===== src/rtl/uart_tx_arbiter.sv =====
// ---------------------------------------------------------------------------
// uart_tx_arbiter
//
// Shares one UART transmit data register among NUM_REQ byte-stream
// requesters. A requester is picked round-robin, its byte is latched, and
// the UART write strobe is raised as soon as the UART is not busy. The
// arbiter then waits for the UART to finish the frame before arbitrating
// again, so no byte is ever written while the UART is busy.
//
// Optional feature (compile-time macro UART_ARB_LINE_LOCK_EN):
//   After a byte other than 0x0A is accepted from requester i, the
//   arbiter locks onto i until i sends 0x0A or LOCK_TIMEOUT consecutive
//   IDLE cycles pass with req_valid[i] low. Without the macro the lock
//   logic is absent and lock_active is tied to 0.
//
// Handshake: requester i raises req_valid[i] and holds its byte on
// req_data[8i+7:8i] until req_ready[i] pulses; the byte transfers on the
// clock edge where req_valid[i] && req_ready[i]. req_ready is one-hot and
// combinational, and is only raised when the UART is not busy.
//
// Ports:
//   clk            in   clock
//   reset          in   asynchronous active-high reset
//   req_valid      in   [NUM_REQ]    byte pending per requester
//   req_data       in   [8*NUM_REQ]  byte i at bits [8i+7:8i]
//   req_ready      out  [NUM_REQ]    one-hot accept pulse
//   uart_dat_we    out  UART data write strobe
//   uart_dat_di    out  [32]  {24'b0, latched byte}
//   uart_dat_wait  in   UART busy (frame in progress or dummy frame)
//   busy           out  arbiter holds a byte or the UART is draining it
//   grant_id       out  [IW]  index of the most recently accepted requester
//   lock_active    out  line lock held (0 without UART_ARB_LINE_LOCK_EN)
//   dbg_state      out  [2]   FSM state: 0 IDLE, 1 ISSUE, 2 DRAIN
// ---------------------------------------------------------------------------
module uart_tx_arbiter #(
  parameter int NUM_REQ      = 4,
  parameter int LOCK_TIMEOUT = 1024
) (
  input  logic                       clk,
  input  logic                       reset,
  input  logic [NUM_REQ-1:0]         req_valid,
  input  logic [8*NUM_REQ-1:0]       req_data,
  output logic [NUM_REQ-1:0]         req_ready,
  output logic                       uart_dat_we,
  output logic [31:0]                uart_dat_di,
  input  logic                       uart_dat_wait,
  output logic                       busy,
  output logic [$clog2(NUM_REQ)-1:0] grant_id,
  output logic                       lock_active,
  output logic [1:0]                 dbg_state
);

  localparam int IW = $clog2(NUM_REQ);

  // Elaboration-time parameter range checks.
  if (NUM_REQ < 2 || NUM_REQ > 8) begin : g_bad_num_req
    $error("uart_tx_arbiter: NUM_REQ must be in 2..8");
  end
  if (LOCK_TIMEOUT < 1 || LOCK_TIMEOUT > 65535) begin : g_bad_timeout
    $error("uart_tx_arbiter: LOCK_TIMEOUT must be in 1..65535");
  end

  typedef enum logic [1:0] {
    ST_IDLE  = 2'd0,
    ST_ISSUE = 2'd1,
    ST_DRAIN = 2'd2
  } state_t;

  state_t          state_q, state_d;
  logic [7:0]      byte_q, byte_d;
  logic [IW-1:0]   last_q, last_d;
  logic [IW-1:0]   grant_q, grant_d;
  // High only in the first DRAIN cycle: the UART raises its wait one cycle
  // after the write, so wait is not trusted in that cycle.
  logic            drain_first_q, drain_first_d;

  logic [NUM_REQ-1:0] owner_mask;
  logic [NUM_REQ-1:0] elig;
  logic               win_found;
  logic [IW-1:0]      win_idx;
  logic [7:0]         win_byte;
  logic               accept;
  logic               lock_held;

`ifdef UART_ARB_LINE_LOCK_EN
  localparam logic [15:0] TMO_LIMIT = 16'(LOCK_TIMEOUT);
  logic        lock_q, lock_d;
  logic [15:0] tmo_q, tmo_d;
  logic [15:0] tmo_inc;

  assign lock_held = lock_q;
  // Saturating increment of the idle counter.
  assign tmo_inc   = (tmo_q == 16'hFFFF) ? tmo_q : (tmo_q + 16'd1);
`else
  assign lock_held = 1'b0;
`endif

  // -------------------------------------------------------------------------
  // Arbitration: eligible set and rotating-priority winner.
  // -------------------------------------------------------------------------
  always_comb begin
    owner_mask         = '0;
    owner_mask[last_q] = 1'b1;
    // The lock owner is always the last granted requester.
    elig = lock_held ? (req_valid & owner_mask) : req_valid;
  end

  // Search upward from last+1, wrapping, so the most recent winner has the
  // lowest priority on the next round.
  always_comb begin
    win_found = 1'b0;
    win_idx   = '0;
    for (int k = 1; k <= NUM_REQ; k++) begin
      logic [IW-1:0] cand;
      cand = IW'((int'(last_q) + k) % NUM_REQ);
      if (!win_found && elig[cand]) begin
        win_found = 1'b1;
        win_idx   = cand;
      end
    end
  end

  assign win_byte = req_data[int'(win_idx)*8 +: 8];

  // A byte is accepted only in IDLE with the UART free. Reset blocks the
  // accept so no requester sees ready while the arbiter is held in reset.
  assign accept = (state_q == ST_IDLE) && win_found && !uart_dat_wait && !reset;

  // -------------------------------------------------------------------------
  // FSM process 1: state and datapath registers.
  // -------------------------------------------------------------------------
  always_ff @(posedge clk or posedge reset) begin
    if (reset) begin
      state_q       <= ST_IDLE;
      byte_q        <= 8'h00;
      last_q        <= IW'(NUM_REQ - 1);
      grant_q       <= '0;
      drain_first_q <= 1'b0;
    end else begin
      state_q       <= state_d;
      byte_q        <= byte_d;
      last_q        <= last_d;
      grant_q       <= grant_d;
      drain_first_q <= drain_first_d;
    end
  end

`ifdef UART_ARB_LINE_LOCK_EN
  always_ff @(posedge clk or posedge reset) begin
    if (reset) begin
      lock_q <= 1'b0;
      tmo_q  <= 16'd0;
    end else begin
      lock_q <= lock_d;
      tmo_q  <= tmo_d;
    end
  end
`endif

  // -------------------------------------------------------------------------
  // FSM process 2: next-state and datapath next values.
  // -------------------------------------------------------------------------
  always_comb begin
    state_d       = state_q;
    drain_first_d = 1'b0;
    case (state_q)
      ST_IDLE: begin
        if (accept) state_d = ST_ISSUE;
      end
      ST_ISSUE: begin
        // The UART may have become busy after IDLE sampled (a divider
        // write re-arms the dummy frame), so hold the byte until free.
        if (!uart_dat_wait) begin
          state_d       = ST_DRAIN;
          drain_first_d = 1'b1;
        end
      end
      ST_DRAIN: begin
        if (!drain_first_q && !uart_dat_wait) state_d = ST_IDLE;
      end
      default: state_d = ST_IDLE;
    endcase
  end

  always_comb begin
    byte_d  = byte_q;
    last_d  = last_q;
    grant_d = grant_q;
    if (accept) begin
      byte_d  = win_byte;
      last_d  = win_idx;
      grant_d = win_idx;
    end
  end

`ifdef UART_ARB_LINE_LOCK_EN
  // Lock set on every non-newline grant and cleared on a newline grant.
  // While locked and idle, the counter runs only while the owner has
  // nothing to send; the owner raising valid restarts the count.
  // Releasing the lock leaves last_q alone, so the pointer does not move.
  always_comb begin
    lock_d = lock_q;
    tmo_d  = tmo_q;
    if (accept) begin
      tmo_d  = 16'd0;
      lock_d = (win_byte != 8'h0A);
    end else if (state_q == ST_IDLE && lock_q) begin
      if (req_valid[last_q]) begin
        tmo_d = 16'd0;
      end else begin
        tmo_d = tmo_inc;
        if (tmo_inc >= TMO_LIMIT) lock_d = 1'b0;
      end
    end
  end
`endif

  // -------------------------------------------------------------------------
  // FSM process 3: outputs.
  // -------------------------------------------------------------------------
  always_comb begin
    req_ready   = '0;
    uart_dat_we = 1'b0;
    if (accept) req_ready[win_idx] = 1'b1;
    if (state_q == ST_ISSUE) uart_dat_we = !uart_dat_wait;
  end

  assign uart_dat_di = {24'b0, byte_q};
  assign busy        = (state_q != ST_IDLE);
  assign grant_id    = grant_q;
  assign lock_active = lock_held;
  assign dbg_state   = state_q;

endmodule


===== config.mk =====
export PLATFORM = sky130hd
export DESIGN_NAME = uart_tx_arbiter
export DESIGN_NICKNAME = d
export VERILOG_FILES = /design/src/rtl/uart_tx_arbiter.sv
export SDC_FILE = /design/constraint.sdc
export NUM_CORES = 1
export LEC_CHECK = 0
export BUFFER_PORTS_ARGS = -buffer_cell sky130_fd_sc_hd__buf_2
export CAP_MARGIN = 15
export CORE_MARGIN = 2
export CORE_UTILIZATION = 30
export DETAILED_ROUTE_END_ITERATION = 16
export PLACE_DENSITY_LB_ADDON = 0.2
export SLEW_MARGIN = 20
export SYNTH_ARGS = -nofsm -noshare
export SYNTH_HDL_FRONTEND = slang
export SYNTH_SLANG_ARGS = --single-unit

===== constraint.sdc =====
create_clock -name clk -period 4.48 [get_ports clk]
set_clock_uncertainty 0.15 [all_clocks]
set_input_delay 0.672 -clock clk [delete_from_list [all_inputs] [get_ports clk]]
set_output_delay 0.672 -clock clk [all_outputs]
set_load 0.01 [all_outputs]

# Word level (Yosys, flattened, before mapping)

Cells that the tools add are included.

Bits of input ports: 39
Output and inout port bits: 43
Logic and storage cells: 64
Flip-flop bits (word level): 15

Multiplexer cells: 26
Eq/ne operators: 5
Add/sub/neg operators: 4
Reduce and logical (&&, ||, !) cells: 17
$lt $le $gt $ge: 6
Shifts and indexed selects: 1

Operators by type and width:

| operator            | count |
|---|---|
| $shiftx 32x6->8     | 1 |
| $lt 2x3->1 const B  | 5 |
| $mux 2              | 7 |
| $mux 1              | 12 |
| $bmux 1 s2          | 4 |
| $logic_and 1x1->1   | 8 |
| $logic_not 1->1     | 6 |
| $ne 2x2->1 const B  | 3 |
| $pmux 2 s3          | 1 |
| $add 2x1->2 const B | 2 |
| $add 2x2->2 const B | 2 |
| $mux 4              | 1 |
| $reduce_and 3->1    | 1 |
| $demux 1 s2         | 1 |
| $eq 2x1->1 const B  | 1 |
| $eq 2x2->1 const B  | 1 |
| $ge 2x1->1 const B  | 1 |
| $logic_not 2->1     | 1 |
| $reduce_bool 2->1   | 1 |

# Longest topological paths before layout

Word-level depth: 18
Mapped depth: 8

# Worst setup path after synthesis

OpenSTA, ideal clock, no wires.

Path kind: input to output
Start: in req_valid[1]
End: out req_ready[1]
Arrival: 1,785 ps
Path slack: 1,873 ps
Buffers on the path: 1
Stages: 5
Cells stage by stage: nor2_1 -> a2111oi_4 -> and2b_1 -> buf_6 -> nor2b_1

Longest elaborated chain between the ends: 17
Elaborated cells on any way between the ends: 31
Those cells by class: 2 x order compare; 19 x mux; 10 x reduce/logical

RTL lines:

| item                                                           | line | text |
|---|---|---|
| start: declaration                                             | 41   | `input logic [NUM_REQ-1:0] req_valid,` |
| $bmux 1 s2                                                     | 116  | `if (!win_found && elig[cand]) begin` |
| $mux 1 (not written as such)                                   | 116  |  |
| $mux 1                                                         | 116  |  |
| $logic_not 1->1                                                | 116  |  |
| $logic_and 1x1->1                                              | 116  |  |
| $mux 1                                                         | 116  |  |
| $logic_not 1->1                                                | 116  |  |
| $logic_and 1x1->1                                              | 116  |  |
| $mux 1                                                         | 116  |  |
| $logic_not 1->1                                                | 116  |  |
| $logic_and 1x1->1                                              | 116  |  |
| $mux 2                                                         | 116  |  |
| $lt 2x3->1 (not written as such) or $ge 2x1->1 (tied branches) | 224  | `if (accept) req_ready[win_idx] = 1'b1;` |
| $logic_and 1x1->1 (not written as such)                        | 224  |  |
| $mux 1 (not written as such)                                   | 224  |  |
| $demux 1 s2                                                    | 224  |  |
| $mux 4 *                                                       | 224  |  |
| end: declaration                                               | 43   | `output logic [NUM_REQ-1:0] req_ready,` |

Mark *: on every way between the ends. The rest lies on a longest branch, timed or not. The select of a mux whose other input is x is not followed.

# Worst setup path in the final report

Start: in req_valid[1]
End: out req_ready[0]

The elaborated chain is that of the path after synthesis.

==> impl_metrics.env <==
export IMPL_pwr_density_cell_nw_per_um2=475
export IMPL_wl_per_cell_microns=13.1
export IMPL_synth_edff_count=0
export IMPL_synth_adder_area_share_pct=0
export IMPL_drive_gt1_share_pct=44.9
export IMPL_fillers=424
export IMPL_grt_max_degree=23
export IMPL_synth_compound_area_share_pct=26.7
export IMPL_hold_viol_final=0
export IMPL_fin_tns_setup_ps=0
export IMPL_postCtsResizedCells=0
export IMPL_wirelength_microns=3080
export IMPL_ys_ff_latch=15
export IMPL_synth_flop_cell="dfrtp_1"
export IMPL_yosysWarnings=0
export IMPL_cts_tree="built"
export IMPL_layout_nets=225
export IMPL_cts_made_buffers=3
export IMPL_ys_async_sr_fraction_pct=100
export IMPL_firstDrtPassIters=4
export IMPL_antenna_found_initial=0
export IMPL_cp_required_ps=3660
export IMPL_post_cts_repair_setup_buffers=0
export IMPL_initial_core_util_pct=31.5
export IMPL_num_vias=1055
export IMPL_status="finished, final reports clean"
export IMPL_worstSetupEndpointType="primary output"
export IMPL_mappedNetlistArea_sq_um=1270
export IMPL_switchingPower_mw=0.298
export IMPL_cts_root_buf="clkbuf_8"
export IMPL_first_global_vias=1042
export IMPL_clock_latency_ps=250
export IMPL_p_int_mw=0.411
export IMPL_setup_viol=0
export IMPL_synth_top_family_by_area="compound AO/OA/AOI/OAI gates"
export IMPL_portBuffers=56
export IMPL_drc=0
export IMPL_num_antenna_cells=0
export IMPL_drv_slew=0
export IMPL_cp_start_kind="primary input"
export IMPL_synth_xor_area_share_pct=0
export IMPL_dieArea_sq_um=4770
export IMPL_h_tree_depth=1
export IMPL_gp_congestion=0.759
export IMPL_criticalPathCategory="in -> out"
export IMPL_total_power_mw=0.709
export IMPL_power_frac_clock_pct=15.4
export IMPL_hp_class="in -> async"
export IMPL_synthToLayoutAreaGrowth_pct=17.7
export IMPL_max_clock_freq_ghz=0.312
export IMPL_syn_avg_cell_area_sq_um=9.61
export IMPL_cp_arrival_ps=2390
export IMPL_gr_total_overflow=0
export IMPL_leakagePower_nw=0.759
export IMPL_cts_sinks=15
export IMPL_yosys_mux_area_fraction_pct=6.41
export IMPL_sequentialPowerShare_pct=33.9
export IMPL_combPwrFrac_pct=50.7
export IMPL_path_max_fanout=11
export IMPL_cts_buffer_depth=2
export IMPL_rsz0062_at_grt="no"
export IMPL_path_clk_slew_ps=70
export IMPL_ys_types=35
export IMPL_grt_pass1_wl_microns=4910
export IMPL_ys_seq_area_share_pct=29.8
export IMPL_cts_hold_buf=0
export IMPL_swShare_pct=42.0
export IMPL_synth_simple_area_share_pct=12.5
export IMPL_hpwl_microns=2420
export IMPL_synth_cells=132
export IMPL_core_sq_um=4030
export IMPL_placementRows=23
export IMPL_fin_crit_sh_pct=71.6
export IMPL_cap_violations=0
export IMPL_fp_dieH_microns=69.0
export IMPL_worstMarginPinSlew_ps=684
export IMPL_relSlewSlack_pct=54.4
export IMPL_min_period_ps=3210
export IMPL_peakVddDrop_uv=280
export IMPL_first_iter_violations=48
export IMPL_fin_cells=235
export IMPL_fp_dieW_microns=69.0
export IMPL_pin_count=82
export IMPL_antenna_left=0
export IMPL_vias_per_cell=4.49
export IMPL_track_usage_pct=12.4
export IMPL_placed_cells=231
[registers in the layout (all words and copies together) (netlist names)]
signal and cells:
drain_first_q 1, byte_q 8, dbg_state 2, grant_id 2, last_q 2
[Yosys cell counts (2+ instances only)]
| master | n | area [sq um] |
|---|---|---|
| nor2b_1 | 3 | 18.8 |
| buf_4 | 25 | 188 |
| a211oi_2 | 11 | 138 |
| nor3b_1 | 2 | 15.0 |
| buf_6 | 4 | 45.0 |
| o21ai_0 | 2 | 10.0 |
| a31oi_1 | 7 | 43.8 |
| nand2b_1 | 2 | 12.5 |
| a21oi_1 | 2 | 10.0 |
| dfrtp_1 | 13 | 325 |
| dfstp_2 | 2 | 52.6 |
| nor2_1 | 15 | 56.3 |
| a21o_1 | 2 | 15.0 |
| buf_2 | 2 | 10.0 |
| inv_1 | 12 | 45.0 |
| a211oi_1 | 3 | 22.5 |
| mux2i_1 | 7 | 70.1 |
[kinds of logic after synthesis]
kind of cell	after synthesis
DFF	15
AOI/OAI and AO/OA	34
other	1
muxes	8
and+or+nand+nor	30
buffers and inverters	44
[power groups by stage]
| stage | Combinational (mW) | Clock [mW] | Sequential [mW] |
|---|---|---|---|
| 6_report | 0.360 | 0.109 | 0.240 |
| 5_1_grt | 0.391 | 0.119 | 0.245 |
| 4_1_cts | 0.365 | 0.113 | 0.240 |
| 3_5_place_dp | 0.363 | 0 | 0.241 |
| 3_3_place_gp | 0.357 | 0 | 0.241 |
| 2_1_floorplan | 0.275 | 0 | 0.258 |
[through the flow]
stage	area, sq um	setup WS (ps)	util (%)	hold WS [ps]
floorplan	1360	1870	-	343
finish	1490	1270	37.0	352
global route	1490	1090	37.0	397
global placement	1450	1280	35.9	353
CTS	1490	1240	37.0	374
detailed placement	1450	1240	35.9	372
[worst max-delay path, stage by stage]
cell and delay, ps:
buf_2 140, nor2_1 80, a2111oi_4 690, and2b_1 490, and2_1 190, buf_2 120
[layout by cell type (no fill, tap or decap), drive strengths merged]
cell type,Yosys,routed
a2111oi,1,1
a211oi,14,14
a21o,2,2
a21oi,2,2
a311oi,1,1
a31o,1,1
a31oi,7,7
and2,1,1
and2b,1,1
and3,2,2
buf,32,57
clkbuf,0,3
clkinv,0,1
conb,1,25
dfrtp,13,13
dfstp,2,2
inv,12,12
mux2,1,1
mux2i,7,7
nand2,1,1
nand2b,2,2
nand4,1,1
nor2,15,15
nor2b,3,3
nor3b,2,2
o211ai,1,1
o21ai,4,4
o221a,1,1
or2,2,2
[area by class of cell]
cell class	instances	area [sq um]	share of cell area (%)
flip-flops and latches	15	378	25.3
well taps	50	62.6	4.19
clock buffers	3	41.3	2.77
repair buffers	57	288	19.3
clock inverters	1	5.00	0.335
inverters	12	45.0	3.02
multi-input cells	97	673	45.1
[routing by layer]
metal	GRT usage, %	part of all wire [%]	vias up
li1	-	-	512
met1	15.0	43	493
met2	21.3	48	50
met3	4.39	8.9	0
met4	2.40	0	0
met5	0	0	-
[path summary, 6_finish.rpt]
| check | from | to | slack (ps) | cells past startpoint |
|---|---|---|---|---|
| setup / recovery | req_valid[1] | req_ready[0] | 1270 | 6 |
| hold / removal | reset | drain_first_q$_DFF_PP0_ | 350 | 2 |
| setup reg to reg | last_q[0]$_DFFE_PP1P_ | byte_q[1]$_DFFE_PP0P_ | 2090 | 5 |
| hold reg to reg | last_q[0]$_DFFE_PP1P_ | last_q[0]$_DFFE_PP1P_ | 390 | 2 |
| max in group asynchronous | reset | byte_q[0]$_DFFE_PP0P_ | 3440 | 2 |
| min in group clk | last_q[0]$_DFFE_PP1P_ | last_q[0]$_DFFE_PP1P_ | 390 | 2 |
No activity file was read; power rests on OpenSTA's default activity.
